--- src/rtl/rnn_seq_pkg.sv ---
// Shared constants, state encoding and layer-to-latch mapping for the RNN
// frame sequencer.
package rnn_seq_pkg;

    localparam logic [2:0] L_DENSE1 = 3'd0;
    localparam logic [2:0] L_GRU1   = 3'd1;
    localparam logic [2:0] L_DENSE2 = 3'd2;
    localparam logic [2:0] L_GRU2   = 3'd3;
    localparam logic [2:0] L_GRU3   = 3'd4;
    localparam logic [2:0] L_DENSE3 = 3'd5;

    localparam logic [5:0] GRU_LAYER_MASK = 6'b011010;
    localparam logic [2:0] CUR_LAYER_NONE = 3'd7;

    typedef enum logic [2:0] {
        ST_IDLE  = 3'd0,
        ST_CLEAR = 3'd1,
        ST_RUN   = 3'd2,
        ST_LOAD  = 3'd3,
        ST_DONE  = 3'd4
    } seq_state_e;

    // GRU layer index -> one-hot state_load bit (vad, noise, denoise).
    function automatic logic [2:0] load_bit(input logic [2:0] layer);
        logic [2:0] bit_v;
        case (layer)
            L_GRU1:  bit_v = 3'b001;
            L_GRU2:  bit_v = 3'b010;
            L_GRU3:  bit_v = 3'b100;
            default: bit_v = 3'b000;
        endcase
        return bit_v;
    endfunction

endpackage

--- src/rtl/rnn_layer_sequencer_watchdog.sv ---
// Per-layer watchdog: loadable up-counter that flags expiry when it reaches
// TIMEOUT_CYCLES-1.
module layer_watchdog #(
    parameter int CNT_W          = 16,
    parameter int TIMEOUT_CYCLES = 65535
) (
    input  logic             clk,
    input  logic             rst,
    input  logic             clear,
    input  logic             load,
    input  logic [CNT_W-1:0] load_value,
    input  logic             enable,
    output logic             expire
);

    localparam logic [CNT_W-1:0] LIMIT = CNT_W'(TIMEOUT_CYCLES - 1);

    logic [CNT_W-1:0] count_r;

    // Watchdog counter register.
    always_ff @(posedge clk) begin
        if (rst) begin
            count_r <= {CNT_W{1'b0}};
        end else if (clear) begin
            count_r <= {CNT_W{1'b0}};
        end else if (load) begin
            count_r <= load_value;
        end else if (enable) begin
            count_r <= count_r + {{(CNT_W-1){1'b0}}, 1'b1};
        end else begin
            count_r <= count_r;
        end
    end

    assign expire = (count_r == LIMIT);

endmodule

--- src/rtl/rnn_layer_sequencer.sv ---
// Frame-level sequencer firing the six RNN layer engines in order, strobing
// GRU state latches between layers, with a per-layer watchdog.
module rnn_layer_sequencer
    import rnn_seq_pkg::*;
#(
    parameter int NUM_LAYERS     = 6,
    parameter int TIMEOUT_CYCLES = 65535,
    parameter int CNT_W          = 16
) (
    input  logic                  clk,
    input  logic                  rst,
    input  logic                  frame_start,
    input  logic                  state_clear,
    input  logic [NUM_LAYERS-1:0] layer_valid,
    output logic [NUM_LAYERS-1:0] layer_start,
    output logic [2:0]            state_load,
    output logic                  state_zero,
    output logic                  frame_busy,
    output logic                  frame_done,
    output logic                  frame_err,
    output logic [2:0]            cur_layer,
    output logic [CNT_W-1:0]      frame_count
);

    function automatic logic [NUM_LAYERS-1:0] layer_onehot(input logic [2:0] idx);
        logic [NUM_LAYERS-1:0] one_v;
        one_v = {{(NUM_LAYERS-1){1'b0}}, 1'b1};
        return one_v << idx;
    endfunction

    seq_state_e state_r, state_next_s;
    logic [2:0] layer_r, layer_next_s;
    logic       err_r, err_next_s;
    logic       valid_hit_s, is_gru_s;
    logic       wd_clear_s, wd_enable_s, wd_expire_s;

    logic [NUM_LAYERS-1:0] start_next_s, layer_start_r;
    logic [2:0]            load_next_s, state_load_r;
    logic [2:0]            cur_next_s, cur_layer_r;
    logic [CNT_W-1:0]      count_next_s, frame_count_r;
    logic                  zero_next_s, busy_next_s, done_next_s, ferr_next_s;
    logic                  state_zero_r, frame_busy_r, frame_done_r, frame_err_r;

    assign valid_hit_s = |(layer_valid & layer_onehot(layer_r));
    assign is_gru_s    = |(GRU_LAYER_MASK & layer_onehot(layer_r));

    layer_watchdog #(
        .CNT_W          (CNT_W),
        .TIMEOUT_CYCLES (TIMEOUT_CYCLES)
    ) u_watchdog (
        .clk        (clk),
        .rst        (rst),
        .clear      (wd_clear_s),
        .load       (1'b0),
        .load_value ({CNT_W{1'b0}}),
        .enable     (wd_enable_s),
        .expire     (wd_expire_s)
    );

    // Next-state logic; a valid in the expiry cycle takes priority over timeout.
    always_comb begin
        state_next_s = state_r;
        layer_next_s = layer_r;
        err_next_s   = err_r;
        case (state_r)
            ST_IDLE: begin
                if (frame_start) begin
                    layer_next_s = L_DENSE1;
                    state_next_s = state_clear ? ST_CLEAR : ST_RUN;
                end else begin
                    state_next_s = ST_IDLE;
                end
            end
            ST_CLEAR: begin
                state_next_s = ST_RUN;
                layer_next_s = L_DENSE1;
            end
            ST_RUN: begin
                if (valid_hit_s) begin
                    if (is_gru_s) begin
                        state_next_s = ST_LOAD;
                    end else if (layer_r == L_DENSE3) begin
                        state_next_s = ST_DONE;
                    end else begin
                        layer_next_s = layer_r + 3'd1;
                    end
                end else if (wd_expire_s) begin
                    state_next_s = ST_DONE;
                    err_next_s   = 1'b1;
                end else begin
                    state_next_s = ST_RUN;
                end
            end
            ST_LOAD: begin
                state_next_s = ST_RUN;
                layer_next_s = layer_r + 3'd1;
            end
            ST_DONE: begin
                state_next_s = ST_IDLE;
                err_next_s   = 1'b0;
                layer_next_s = L_DENSE1;
            end
            default: begin
                state_next_s = ST_IDLE;
                err_next_s   = 1'b0;
                layer_next_s = L_DENSE1;
            end
        endcase
    end

    // Watchdog restarts on every entry into a RUN state and counts while staying.
    always_comb begin
        if ((state_r == ST_RUN) && (state_next_s == ST_RUN) && (layer_next_s == layer_r)) begin
            wd_clear_s  = 1'b0;
            wd_enable_s = 1'b1;
        end else begin
            wd_clear_s  = 1'b1;
            wd_enable_s = 1'b0;
        end
    end

    // Output decode from the next state so registered outputs align with the state.
    always_comb begin
        start_next_s = {NUM_LAYERS{1'b0}};
        load_next_s  = 3'b000;
        cur_next_s   = CUR_LAYER_NONE;
        zero_next_s  = 1'b0;
        done_next_s  = 1'b0;
        ferr_next_s  = 1'b0;
        busy_next_s  = (state_next_s != ST_IDLE);
        count_next_s = frame_count_r;
        case (state_next_s)
            ST_RUN: begin
                start_next_s = layer_onehot(layer_next_s);
                cur_next_s   = layer_next_s;
            end
            ST_LOAD: begin
                load_next_s = load_bit(layer_next_s);
            end
            ST_CLEAR: begin
                zero_next_s = 1'b1;
            end
            ST_DONE: begin
                done_next_s = 1'b1;
                ferr_next_s = err_next_s;
                if (!err_next_s) begin
                    count_next_s = frame_count_r + {{(CNT_W-1){1'b0}}, 1'b1};
                end else begin
                    count_next_s = frame_count_r;
                end
            end
            default: begin
                start_next_s = {NUM_LAYERS{1'b0}};
            end
        endcase
    end

    // State, error flag and output registers.
    always_ff @(posedge clk) begin
        if (rst) begin
            state_r       <= ST_IDLE;
            layer_r       <= L_DENSE1;
            err_r         <= 1'b0;
            layer_start_r <= {NUM_LAYERS{1'b0}};
            state_load_r  <= 3'b000;
            state_zero_r  <= 1'b0;
            frame_busy_r  <= 1'b0;
            frame_done_r  <= 1'b0;
            frame_err_r   <= 1'b0;
            cur_layer_r   <= CUR_LAYER_NONE;
            frame_count_r <= {CNT_W{1'b0}};
        end else begin
            state_r       <= state_next_s;
            layer_r       <= layer_next_s;
            err_r         <= err_next_s;
            layer_start_r <= start_next_s;
            state_load_r  <= load_next_s;
            state_zero_r  <= zero_next_s;
            frame_busy_r  <= busy_next_s;
            frame_done_r  <= done_next_s;
            frame_err_r   <= ferr_next_s;
            cur_layer_r   <= cur_next_s;
            frame_count_r <= count_next_s;
        end
    end

    assign layer_start = layer_start_r;
    assign state_load  = state_load_r;
    assign state_zero  = state_zero_r;
    assign frame_busy  = frame_busy_r;
    assign frame_done  = frame_done_r;
    assign frame_err   = frame_err_r;
    assign cur_layer   = cur_layer_r;
    assign frame_count = frame_count_r;

endmodule

--- config.mk ---
export PLATFORM = sky130hd
export DESIGN_NAME = rnn_layer_sequencer
export DESIGN_NICKNAME = d
export VERILOG_FILES = /design/src/rtl/rnn_seq_pkg.sv /design/src/rtl/rnn_layer_sequencer_watchdog.sv /design/src/rtl/rnn_layer_sequencer.sv
export SDC_FILE = /design/constraint.sdc
export NUM_CORES = 1
export LEC_CHECK = 0
export CORE_ASPECT_RATIO = 1.2
export CORE_MARGIN = 5
export CORE_UTILIZATION = 35
export CTS_CLUSTER_SIZE = 16
export DETAILED_ROUTE_END_ITERATION = 7
export REMOVE_ABC_BUFFERS = 1
export SYNTH_ARGS = -nofsm -noshare
export SYNTH_HDL_FRONTEND = slang
export SYNTH_SLANG_ARGS = --single-unit
--- constraint.sdc ---
create_clock -name clk -period 5.6 [get_ports clk]
set_clock_uncertainty 0.2 [all_clocks]
set_input_delay 1.68 -clock clk [delete_from_list [all_inputs] [get_ports clk]]
set_output_delay 1.68 -clock clk [all_outputs]
set_load 0.01 [all_outputs]
==> results by stage, run 1 <==
Synthesis:
- In this run the cell area of the synthesized design comes to 0.00254 mm².
- The count of unique library cells instantiated by Yosys is 51.
- In the synthesized netlist, the cells that appear most often are 55 x dfxtp_1, 50 x nor2_1, 19 x nand2_1.
- Among all cell types in the netlist, the one instantiated most often is dfxtp_1.
- For this run, asynchronously set or reset flops after synthesis account for 0%.
- In this run, synthesis inferred 0 flip-flops with an integrated enable.
- The number of synthesis warnings is 0.
- Synthesis inferred 55 register bits.
- In the synthesized netlist the dominant register cell turns out to be dfxtp_1.
- The area share of the largest cell type after synthesis is 43.4%.
- The biggest area consumer among synthesized cells is dfxtp_1.
- The post-synthesis average cell area is between 8 and 9 µm².
- The fraction of the yosys area taken by sequential cells is a little over two fifths.
- By area the synthesized netlist is led by dfxtp_1 43%, nor2_1 7.4%, xor2_1 6.2%.
- Counting every instance in the synthesized netlist gives 284.

Floorplan:
- The die is 103 µm tall.
- The starting density of the core is 35.5%.
- The die is 87.7 µm wide.
- The floorplan step defined a die boundary enclosing 0.00906 mm².
- The placeable core area is roughly 0.0071 mm².
- Row generation in the floorplan step produced 34 rows.
- Pin placement for this block handled 42 I/O pins.

Clock network:
- Buffers inserted to repair hold after CTS numbered 0.
- The CTS tree is yes.
- The number of H-tree branching levels is 2.
- The insertion delay of the later-clocked pin in the worst-skew pair is 0.31 ns.
- The clock edge transition at the registers on the reported setup and hold paths is 0.10 ns.
- The longest clock path from root to sink contains 2 buffers.
- The number of buffers inserted during clock tree synthesis is 5.
- The post-cts repair resize count is 0.
- The clock drives 55 sinks.
- The root cell of the clock tree is clkbuf_8.
- The total setup buffers inserted after CTS is 0.

Drt:
- In the routed layout, each cell is associated on average with a via count of 5.03.
- Dividing the detail-routed wire length by the instance count gives around 13 µm.
- The wire length after detailed routing is 5490 µm.
- Once detail routing completed, the nets flagged for antenna violations numbered 0.
- The DRC marker count from the first detailed-route iteration is around 160.
- The number of iterations in the first detailed-routing pass is 4.
- After detailed routing, the number of remaining DRC violations is 0.
- The detailed router placed 2094 vias in this run.

Finish:
- The layout cell share with drive strength beyond 1 is 6.13%.
- The total area of sequential cells is roughly 0.0011 mm².
- The net count of the finished layout is 343.
- In the final layout, the multi-input gates occupy 0.00136 mm².
- The final non-filler cell area is 0.00312 mm².
- The area growth from synthesis to layout is 23.0%.
- The final standard cell count with taps included and fillers excluded is 416.
- The filler cell count is 719.
- The repair_antennas step left the layout with diodes totalling 0.

Placed design:
- Summing all placed instances gives a cell area of around 0.003 mm².
- The cell count after placement is 408.
- The placed wire-length estimate after detailed placement is 4110 µm.
- Buffers placed on the I/O ports in this run total 41.
- At the end of routability-driven placement, the weighted congestion stood at 0.801.

Worst setup path:
- The worst endpoint data arrival time is 3.88 ns.
- On the worst path, the slowest cell contributes a delay of 0.53 ns.
- The startpoint-to-endpoint class of the critical path is primary input to register.
- At the worst endpoint, the required time is 5.64 ns.
- The worst register-to-register path begins at layer_r[0].
- On the critical path, the stage with the largest delay is an instance of o32ai_1.
- The signal on the critical path passes through clkdlybuf4s50_1 -> a22oi_2 -> mux2i_1 -> o32ai_1 -> a311o_1 -> nand4_2 -> nor2_1.
- The worst setup path is captured at a register.
- The largest fanout on the critical path is 12.
- The first element of the critical path is layer_valid[4].
- The startpoint type of the worst setup path is a primary input.

STA:
- Setup repair after global routing left no endpoint under its margin.
- The number of setup violations in the final report is 0.
- The transition time at the pin with the least slew margin is 0.563 ns.
- Counting I/O delays and the setup requirement, the final critical path takes 3.84 ns.
- The sum of negative setup slack is 0 ns.
- The portion of the clock cycle consumed by the worst path in the final layout is 68.5%.
- The worst pin sits at a relative slew slack of about 62%.
- The number of max-slew violations in the final report was 0.
- The count of endpoints failing hold in the final timing report came to 0.
- Derived from the worst setup path, the maximum achievable clock frequency is 261 MHz.

Worst hold path:
- The path class of the tightest hold or removal check is register to register.
- The worst hold path begins at u_watchdog.count_r[0].

GRT:
- The number of global-route vias before repair was 2010.
- The global-route wire length before repair is 9110 µm.
- Global routing finished with a remaining overflow of 0.
- The number of antenna violations at the first check in global routing is 0.
- The largest net degree at the start of global routing is 31.
- The combined global-route utilization of all metal layers is 12.4%.

Power:
- The worst IR drop on VDD is 116 µV.
- For this design the static power due to leakage is 1.07 nW.
- The cell area power density is 220 mW/mm².

Outcome:
- The run finished with clean final reports.

Run:
- Max-cap violations in this run came to 0.
[worst paths after layout]
path,to,cells past startpoint,slack (ns)
setup reg to reg,u_watchdog.count_r[12],8,2.38
hold reg to reg,u_watchdog.count_r[0],1,0.29
setup / recovery,u_watchdog.count_r[12],7,1.76
hold / removal,u_watchdog.count_r[0],1,0.29
[area by class of cell]
class	count	area share, %
timing repair buffer	42	13.4
sequential	55	35.3
tap	90	3.61
clock buffer	5	2.20
clock inverter	3	0.802
multi-input combinational	211	43.5
inverter	10	1.20
[report_power, final]
group / switching, mW / internal, mW / leakage [nW]
sequential: 0.00546 / 0.396 / 0.444
clock: 0.133 / 0.0897 / 0.0443
combinational: 0.0338 / 0.0276 / 0.578
[per-layer routing]
layer | global-route usage (%) | part of all wire [%] | vias up
met5 | 0 | 0 | -
met4 | 3.31 | 1.2 | 0
met3 | 2.85 | 4.1 | 6
met2 | 23.3 | 53 | 35
met1 | 14.0 | 42 | 975
li1 | - | - | 1078
[cells by family (layout without fill, tap and decap cells)]
| group | Yosys count | after routing | synth area share [%] |
|---|---|---|---|
| AO/OA/AOI/OAI | 37 | 37 | 10.7 |
| XOR/XNOR | 28 | 28 | 9.66 |
| AND/OR/NAND/NOR | 134 | 134 | 27.6 |
| adder cells (fa/ha/maj) | 8 | 8 | 3.94 |
| multiplexers | 4 | 4 | 1.63 |
| buffers and inverters | 18 | 60 | 3.06 |
| flip-flops | 55 | 55 | 43.4 |
[cell usage in the layout, fill, tap and decap left out, drive strengths merged, types with 2 or more instances in the layout]
cell type and count:
nand3 16, clkbuf 5, nor4 5, a22oi 3, a21oi 11, clkdlybuf4s50 41
nor2 50, and4b 2, a31oi 3, xor2 18, nand4 10, and3 5
o311a 2, clkinv 2, ha 8, dfxtp 55, xnor2 10, o31ai 2
o21ai 6, inv 10, nand2 19, nor3b 2, nand2b 2, mux2i 3
a311o 2, or2 2, nor3 12
[flip-flops by register name (all words and copies together) (netlist names)]
register,flops
frame_done,1
layer_r,3
state_zero,1
state_load,3
err_r,1
frame_busy,1
frame_err,1
cur_layer,3
state_r,3
frame_count,16
layer_start,6
u_watchdog.count_r,16
[through the flow]
step | utilization, % | hold slack, ns | power [mW] | setup slack [ns]
after floorplan | - | 0.241 | 0.444 | 2.20
after global placement | 42.4 | 0.262 | 0.473 | 1.53
after detailed placement | 42.4 | 0.273 | 0.473 | 1.45
after CTS | 43.7 | 0.298 | 0.694 | 1.77
after global routing | 43.7 | 0.322 | 0.719 | 1.53
final | 43.7 | 0.294 | 0.686 | 1.76
[worst max-delay path, delay by kind of cell]
kind | cells | cell delay (ns)
buf+inv | 1 | 0.42
mux | 1 | 0.22
compound gates | 3 | 1.07
simple gates | 2 | 0.49
Power figures use the tool's default switching activity.
==> inputs of run 2 (changes only) <==
==> constraint.sdc (replaced) <==
create_clock -name clk -period 3.9 [get_ports clk]
set_clock_uncertainty 0.2 [all_clocks]
set_input_delay 1.17 -clock clk [delete_from_list [all_inputs] [get_ports clk]]
set_output_delay 1.17 -clock clk [all_outputs]
set_load 0.01 [all_outputs]
==> results by stage, run 2 (synthesized netlist as in run 1, its figures left out) <==
Drt:
- Dividing the detail-routed wire length by the instance count gives around 13 µm.
- The number of iterations in the first detailed-routing pass is 4.
- In the routed design, unresolved DRC markers number 0.
- The remaining number of nets flagged by the antenna check after routing is 0.
- For this block, the routed nets add up to 5520 µm of wire.
- The DRC marker count from the first detailed-route iteration is about 160.
- In the routed layout, each cell is associated on average with a via count of 5.08.
- Across all layers, the routed design uses 2124 vias.

Placed design:
- The cell count after placement is around 400.
- Timing analysis after detailed placement gives a worst setup slack of 0.292 ns.
- Input and output buffers added on the ports amount to 41.
- The placed wire-length estimate after detailed placement is 4210 µm.
- Routability-driven placement finished with a final weighted congestion of a little over 0.8.

Floorplan:
- The row count is 34.
- The core region is 0.00715 mm².
- 42 I/O pins were placed.
- From left edge to right edge, the die measures 87.7 µm.
- The starting density of the core is 35.5%.
- In this run the vertical extent of the chip is 103 µm.
- The floorplan step defined a die boundary enclosing 0.00906 mm².

STA:
- The count of endpoints failing hold in the final timing report is 0.
- For the final routed database, the setup TNS stands at 0 ns.
- The number of max-slew violations in the final report is 0.
- Setup slack on the critical path of the routed design comes to 0.634 ns.
- The highest achievable clock rate is 306 MHz.
- For the pin with the worst max-slew slack, the measured transition is 0.552 ns.
- The final hold slack is 0.292 ns.
- The portion of the clock cycle consumed by the worst path in the final layout is between 80% and 90%.
- Headroom to the max-slew limit came out at a little over three fifths.
- Setup repair after global routing left no endpoint under its margin.
- Subtracting the final worst setup slack from the clock period gives about 3.3 ns.
- Setup violations remaining at the end of the flow were counted as 0.

Clock network:
- The clock net in this run drives a total of 55 sinks.
- TritonCTS built the clock tree.
- After clock tree synthesis, the setup repair step added 0 buffers.
- The number of hold buffers added after CTS was 0.
- At the later pin of the worst-skew pair, clock insertion delay measures 0.31 ns.
- Clock-pin slew was measured on the worst setup and hold paths at 0.10 ns.
- The number of buffers on the longest clock path is 2.
- Counting the buffers created by CTS gives 5.
- The number of H-tree branching levels is 2.
- The root cell of the clock tree is clkbuf_8.
- Post-CTS repair changed the size of 0 cells.

Power:
- The static power due to leakage is 1.09 nW.
- The cell area power density is 332 mW/mm².
- IR analysis of the VDD net gives a maximum drop of 171 µV.

GRT:
- The first global-routing pass estimated roughly 9000 µm of wire.
- The fraction of met3 tracks used by global routing is 3.09%.
- Global routing consumed, over all layers together, 12.4% of the routing resources.
- The number of global-route vias before repair is 1930.
- The met1 capacity usage during global routing is 14.2%.
- The total overflow left after global routing is 0.
- The met2 layer usage reported by global route is 22.9%.
- The most used routing layer in global routing is met2.
- The number of antenna violations at the first check in global routing is 0.
- The largest net degree at the start of global routing is 30.

Worst setup path:
- The critical path required time is between 3 and 4 ns.
- Traced cell by cell, the critical path runs through clkdlybuf4s50_1 -> a22oi_2 -> mux2i_1 -> nor4_1 -> a311o_1 -> nand4_2 -> nor2_1.
- The largest fanout on the critical path is 12.
- The worst setup path is launched from a primary input.
- The worst endpoint data arrival time is about 3.3 ns.
- The critical path in this run is classified as primary input to register.
- The critical-path cell with the highest stage delay is clkdlybuf4s50_1.
- STA classifies the critical path endpoint as a register.
- On the worst path, the slowest cell contributes a delay of approximately 0.42 ns.

Finish:
- The repair_antennas step left the layout with diodes totalling 0.
- The post-route netlist has 6.40% of its cells at a drive strength greater than 1.
- The library cells used most frequently in the layout, excluding fill and tap cells, are 55 x dfxtp_1, 50 x nor2_1, 41 x clkdlybuf4s50_1.
- From synthesis to final layout, the design area changed by 24.3%.
- In the final design database the tool counted about 350 nets.
- For this run, the number of standard cells in the final layout without fillers is about 420.
- At the end of the flow the core is filled with cells to 44.1%.
- The most common cell after layout, fill and taps aside is dfxtp_1.

Run:
- Max-cap violations in this run came to 0.

Outcome:
- The flow ran to the end, and the final reports show no timing, DRC or antenna violations.

Worst hold path:
- The worst hold path belongs to the class register to register.
-- run 2: cell count changes in the layout (fill, tap and decap cells not counted) --
cell        before  now
clkinvlp_4       1    0
buf_4            1    3
bufinv_16        0    1
inv_6            0    1
clkbuf_1         0    1
clkinv_4         2    0
-- run 2: area by class of cell --
type                            instances  area (µm²)
Fill cell                             711        3990
Multi-Input combinational cell        211        1360
Sequential cell                        55        1100
Timing Repair Buffer                   44         433
Tap cell                               90         113
Clock buffer                            6        72.6
Clock inverter                          2        38.8
Inverter                               10        37.5
-- run 2: routing by layer --
| metal | routed length [µm] | part of all wire, % |
|---|---|---|
| met1 | 2300 | 42 |
| met5 | 0 | 0 |
| met3 | 263 | 4.8 |
| met2 | 2890 | 52 |
| met4 | 68 | 1.2 |
-- run 2: per-stage QoR --
stage          power, mW  cell area, µm²
6_report            1.05            3150
5_1_grt             1.09            3150
4_1_cts             1.06            3150
3_5_place_dp       0.682            3040
3_3_place_gp       0.682            3040
2_1_floorplan      0.637            2500
-- run 2: final timing paths --
kind	slack [ns]	to	from	cells past startpoint
setup / recovery	0.63	u_watchdog.count_r[3]	layer_valid[4]	7
setup reg to reg	0.74	u_watchdog.count_r[3]	layer_r[0]	8
hold / removal	0.29	u_watchdog.count_r[0]	u_watchdog.count_r[0]	1
hold reg to reg	0.29	u_watchdog.count_r[0]	u_watchdog.count_r[0]	1
-- run 2: power breakdown --
group | internal [mW] | switching (mW)
combinational | 0.0421 | 0.0488
clock | 0.194 | 0.186
sequential | 0.569 | 0.00826
-- run 2: critical path, delay by kind of cell --
family | cells | cell delay (ns)
buf+inv | 1 | 0.42
simple gates | 3 | 0.87
compound gates | 2 | 0.63
mux | 1 | 0.22
